[config.mk]
export PLATFORM = sky130hd
export DESIGN_NAME = alu_arbiter
export DESIGN_NICKNAME = d
export VERILOG_FILES = /design/src/rtl/alu_arbiter.sv
export SDC_FILE = /design/constraint.sdc
export NUM_CORES = 1
export LEC_CHECK = 0
export CAP_MARGIN = 15
export CORE_MARGIN = 2
export CORE_UTILIZATION = 44
export CTS_CLUSTER_SIZE = 20
export DETAILED_ROUTE_END_ITERATION = 7
export PLACE_DENSITY = 0.82
export SYNTH_ARGS = -nofsm -noshare
export SYNTH_HDL_FRONTEND = slang
export SYNTH_SLANG_ARGS = --single-unit
[constraint.sdc]
create_clock -name clk -period 2.9 [get_ports clk]
set_clock_uncertainty 0.15 [all_clocks]
set_input_delay 0.29 -clock clk [delete_from_list [all_inputs] [get_ports clk]]
set_output_delay 0.29 -clock clk [all_outputs]
set_load 0.005 [all_outputs]
[src/rtl/alu_arbiter.sv]
// Round-robin arbiter sharing one registered ALU between two requesters.
// One operation in flight; result returned on the granted port with valid/ready.
module alu_arbiter #(
   parameter int unsigned WORD_SIZE   = 8,
   parameter int unsigned ALU_LATENCY = 1
) (
   input  logic                 clk,
   input  logic                 rst_n,
   input  logic                 req0_valid,
   output logic                 req0_ready,
   input  logic [3:0]           req0_op,
   input  logic [WORD_SIZE-1:0] req0_in1,
   input  logic [WORD_SIZE-1:0] req0_in2,
   output logic                 resp0_valid,
   input  logic                 resp0_ready,
   output logic [WORD_SIZE-1:0] resp0_data,
   input  logic                 req1_valid,
   output logic                 req1_ready,
   input  logic [3:0]           req1_op,
   input  logic [WORD_SIZE-1:0] req1_in1,
   input  logic [WORD_SIZE-1:0] req1_in2,
   output logic                 resp1_valid,
   input  logic                 resp1_ready,
   output logic [WORD_SIZE-1:0] resp1_data,
   output logic [3:0]           alu_op,
   output logic [WORD_SIZE-1:0] alu_in1,
   output logic [WORD_SIZE-1:0] alu_in2,
   output logic                 alu_enable,
   input  logic [WORD_SIZE-1:0] alu_out
);

   localparam int unsigned OP_W  = 4;
   localparam int unsigned CNT_W = (ALU_LATENCY < 2) ? 1 : $clog2(ALU_LATENCY + 1);

   localparam logic [1:0] S_IDLE  = 2'd0;
   localparam logic [1:0] S_ISSUE = 2'd1;
   localparam logic [1:0] S_WAIT  = 2'd2;
   localparam logic [1:0] S_RESP  = 2'd3;

   logic [1:0]           state_q, state_d;
   logic                 last_grant_q, last_grant_d;
   logic                 owner_q, owner_d;
   logic [OP_W-1:0]      op_q, op_d;
   logic [WORD_SIZE-1:0] in1_q, in1_d;
   logic [WORD_SIZE-1:0] in2_q, in2_d;
   logic                 alu_enable_q, alu_enable_d;
   logic [CNT_W-1:0]     cnt_q, cnt_d;
   logic                 resp0_valid_q, resp0_valid_d;
   logic                 resp1_valid_q, resp1_valid_d;
   logic [WORD_SIZE-1:0] resp0_data_q, resp0_data_d;
   logic [WORD_SIZE-1:0] resp1_data_q, resp1_data_d;

   logic grant0_c, grant1_c, owner_ready_c;

   // On contention the port that did not win last time gets the ALU.
   assign grant0_c = (state_q == S_IDLE) && req0_valid && (!req1_valid || last_grant_q);
   assign grant1_c = (state_q == S_IDLE) && req1_valid && (!req0_valid || !last_grant_q);
   assign owner_ready_c = owner_q ? resp1_ready : resp0_ready;

   assign req0_ready  = grant0_c;
   assign req1_ready  = grant1_c;
   assign resp0_valid = resp0_valid_q;
   assign resp1_valid = resp1_valid_q;
   assign resp0_data  = resp0_data_q;
   assign resp1_data  = resp1_data_q;
   assign alu_op      = op_q;
   assign alu_in1     = in1_q;
   assign alu_in2     = in2_q;
   assign alu_enable  = alu_enable_q;

   always_comb begin
      state_d       = state_q;
      last_grant_d  = last_grant_q;
      owner_d       = owner_q;
      op_d          = op_q;
      in1_d         = in1_q;
      in2_d         = in2_q;
      alu_enable_d  = 1'b0;
      cnt_d         = cnt_q;
      resp0_valid_d = resp0_valid_q;
      resp1_valid_d = resp1_valid_q;
      resp0_data_d  = resp0_data_q;
      resp1_data_d  = resp1_data_q;
      case (state_q)
         S_IDLE: begin
            if (grant0_c || grant1_c) begin
               owner_d      = grant1_c;
               last_grant_d = grant1_c;
               op_d         = grant1_c ? req1_op  : req0_op;
               in1_d        = grant1_c ? req1_in1 : req0_in1;
               in2_d        = grant1_c ? req1_in2 : req0_in2;
               alu_enable_d = 1'b1;
               state_d      = S_ISSUE;
            end
         end
         S_ISSUE: begin
            cnt_d   = CNT_W'(ALU_LATENCY);
            state_d = S_WAIT;
         end
         S_WAIT: begin
            // Count reaching 1 means alu_out now holds this operation's result.
            if (cnt_q == CNT_W'(1)) begin
               if (owner_q) begin
                  resp1_data_d  = alu_out;
                  resp1_valid_d = 1'b1;
               end else begin
                  resp0_data_d  = alu_out;
                  resp0_valid_d = 1'b1;
               end
               state_d = S_RESP;
            end else begin
               cnt_d = cnt_q - CNT_W'(1);
            end
         end
         S_RESP: begin
            if (owner_ready_c) begin
               resp0_valid_d = 1'b0;
               resp1_valid_d = 1'b0;
               state_d       = S_IDLE;
            end
         end
         default: state_d = S_IDLE;
      endcase
   end

   always_ff @(posedge clk or negedge rst_n) begin
      if (!rst_n) begin
         state_q       <= S_IDLE;
         last_grant_q  <= 1'b1;
         owner_q       <= 1'b0;
         op_q          <= '0;
         in1_q         <= '0;
         in2_q         <= '0;
         alu_enable_q  <= 1'b0;
         cnt_q         <= '0;
         resp0_valid_q <= 1'b0;
         resp1_valid_q <= 1'b0;
         resp0_data_q  <= '0;
         resp1_data_q  <= '0;
      end else begin
         state_q       <= state_d;
         last_grant_q  <= last_grant_d;
         owner_q       <= owner_d;
         op_q          <= op_d;
         in1_q         <= in1_d;
         in2_q         <= in2_d;
         alu_enable_q  <= alu_enable_d;
         cnt_q         <= cnt_d;
         resp0_valid_q <= resp0_valid_d;
         resp1_valid_q <= resp1_valid_d;
         resp0_data_q  <= resp0_data_d;
         resp1_data_q  <= resp1_data_d;
      end
   end

endmodule

==> metrics <==
die area=5260 µm²; RSZ-0062 raised after global routing=false; core area=4440 µm²; Synth area leader=dfrtp_1; crit path max fanout=12; Mapped Cells=192; Post-Synth Adder-Cell Area=0.0242; Clk pwr share=0.149; setup repair bufs after CTS=0; switching pwr=0.00101 W; CTS buffer count=5; area share of and/or/nand/nor cells after synthesis=0.0599; CP max stage cell=clkdlybuf4s50_1; met2 Resource Use GR=0.344; DRC=0; PwrDens=about 980 nW/µm²; failing checks=hold timing; f_max=roughly 0.42 GHz; Final Critical Period=approximately 2.4 ns; Sum Neg Setup Slack=0 ns; Compound-Gate Fraction of Synth Area=0.239; largest cells by area after synthesis=dfrtp_1 (52%), mux2_2 (8.7%), o2111ai_1 (8.5%); grt met3 use=0.0986; distinct cell type count after synthesis=25; initial DRC count=69; clk slew on worst S/H paths=about 0.09 ns; Layout Nets=340; Syn Nets=250; mapped cell area=2070 µm²; post-synthesis mux area share=0.0974; area growth from synthesis to layout=52.6%; H-tree Lvls=2; Relative slew margins=0.353; Seq/Total Area, Yosys=0.533; max_cap viols=0; initial antenna violation count=0; worst hold slack=-0.00438 ns; worst slew pin tran=0.970 ns; period utilization=0.818; PortBufs=94; Peak VDD IR=~390 µV; # setup viols final=0; Synth Register Bits=44; yosys warns=0; io pins=95; clock sink count=between 40 and 50; CTS resizes=0; Internal=0.00208 W; XOR/XNOR Fraction of Synth Area=0; WP data arrival=1.93 ns; Rows=24; crit-path cells=inv_1, ha_1, buf_4, nand2_1, a21oi_1, clkdlybuf4s50_1; Max clock buf depth=2; average wire per standard cell=15.7 µm; Sequential Power Share=0.352; final hold violation count=2; Lkg Pwr=1.24 nW; Max stage delay on crit path=0.53 ns; final WL=5260 µm; Avg Cell Area, Syn=10.8 µm²; number of antenna diodes=0; Starting Density=0.465; root buffer cell=clkbuf_8; Comb pwr share=0.498; pin count of the biggest net entering global routing=45; via count=1865; final core utilization=0.710; top cell type's share of synthesized area=0.520; critical path type=reg -> out; HPWL after detailed placement=3680 µm; Critical Path RT=about 2.5 ns; status=finished with violations; cts-stage hold buffer count=0; overflow left after global routing=0; Setup crit start kind=flop; TritonCTS clock tree=yes; vias in the first global route=1800; first-pass GRT wire length=8460 µm; Crit. End Element=output pin; CP delay by family, top=buffers and inverters; busiest grt layer=met2; Die W=72.6 µm; Sw Ratio=0.326; met1 usage=0.248; Post-DRT Antenna Nets=0; largest family of logic cells by synthesized area=compound AO/OA/AOI/OAI gates; total track usage=0.207; routability congestion estimate from global placement=0.794; routed vias/inst=5.57; WP buf/inv=3; TritonRoute pass-1 iters=4; worst skew pair latency=0.29 ns; ratio of cells with drive above 1 in the final layout=0.127; hold crit path type=in -> async; die height=72.6 µm; Final Slew Violations=0
[per-layer routing]
layer,share of wire,wire [µm]
met1,0.44,2310
met2,0.45,2380
met3,0.11,560
met4,0.0025,13
met5,0,0
[worst register-to-register path, stage by stage (launching register included)]
cell,delay (ns)
dfrtp_1,0.41
inv_1,0.08
ha_1,0.20
buf_4,0.19
a222oi_1,0.40
mux2_1,0.37
[registers in the layout, summed over array words and instances, names as in the netlist]
register and count:
state_q 2, resp1_valid 1, resp0_valid 1, alu_in2 8
alu_in1 8, cnt_q 1, resp1_data 8, alu_enable 1
alu_op 4, resp0_data 8, last_grant_q 1, owner_q 1
[logic make-up after synthesis]
logic type / Yosys count
AOI/OAI and AO/OA: 73
adders and majority gates: 4
buffers and inverters: 24
DFF: 44
muxes: 18
and+or+nand+nor: 29
[layout by cell type, fill, tap and decap left out, drive strengths merged]
cell	count
a211oi	1
a21oi	1
a222oi	1
a2bb2oi	1
a31oi	22
and2	1
buf	8
bufinv	1
clkbuf	6
clkdlybuf4s50	93
clkinv	1
dfrtp	43
dfstp	1
ha	4
inv	6
mux2	17
mux2i	1
nand2	3
nand3	1
nand3b	1
nor2	22
o2111ai	20
o21a	1
o21ai	22
o21ba	2
o22ai	2
or2	1
[worst paths after layout]
kind / end / depth (start not counted) / slack, ns / startpoint
setup / recovery: req0_ready / 6 / 0.53 / state_q[0]
hold / removal: alu_in2[1] / 1 / -0.004 / rst_n
setup reg to reg: state_q[1] / 5 / 0.98 / state_q[1]
hold reg to reg: resp0_data[1] / 1 / 0.36 / resp0_data[1]
max in group asynchronous: resp0_valid / 1 / 2.00 / rst_n
min in group clk: resp0_data[1] / 1 / 0.36 / resp0_data[1]
[final cells by class]
cell class / instances / area, µm²
repair buffers: 101 / 988
inverters: 6 / 22.5
flip-flops and latches: 44 / 1100
clock buffers: 6 / 72.6
well taps: 52 / 65.1
clock inverters: 2 / 35.0
multi-input cells: 124 / 870
fillers: 355 / 1290
[stage by stage]
| step | setup slack (ns) | hold slack, ns | total power [W] | instances | area, µm² |
|---|---|---|---|---|---|
| after detailed placement | 0.693 | 0.342 | 0.00264 | 327 | 3050 |
| after global routing | 0.424 | 0.0777 | 0.00331 | 335 | 3160 |
| after CTS | 0.528 | 0.0279 | 0.00311 | 335 | 3160 |
| final | 0.527 | -0.00438 | 0.00309 | 335 | 3160 |
| after global placement | 0.665 | 0.337 | 0.00261 | 327 | 3050 |
| after floorplan | 1.20 | -0.156 | 0.00183 | 192 | 2070 |
[cells in the mapped netlist, drive strengths merged]
cell type	count
dfrtp	43
inv	6
a21oi	1
o21ai	22
mux2	17
a31oi	22
clkbuf	13
dfstp	1
o2111ai	20
nand3	1
nand2	3
o22ai	2
o21a	1
and2	1
o21ba	2
a2bb2oi	1
buf	5
a222oi	1
ha	4
or2	1
nand3b	1
nor2	22
a211oi	1
mux2i	1
[power groups by stage]
stage / combinational (W) / sequential, W / clock, W
floorplan: 0.000723 / 0.00111 / 0
finish: 0.00154 / 0.00109 / 0.000462
CTS: 0.00155 / 0.00109 / 0.000471
global placement: 0.00152 / 0.00109 / 0
global route: 0.00169 / 0.00112 / 0.000491
detailed placement: 0.00155 / 0.00110 / 0
No activity file was read; power rests on OpenSTA's default activity.
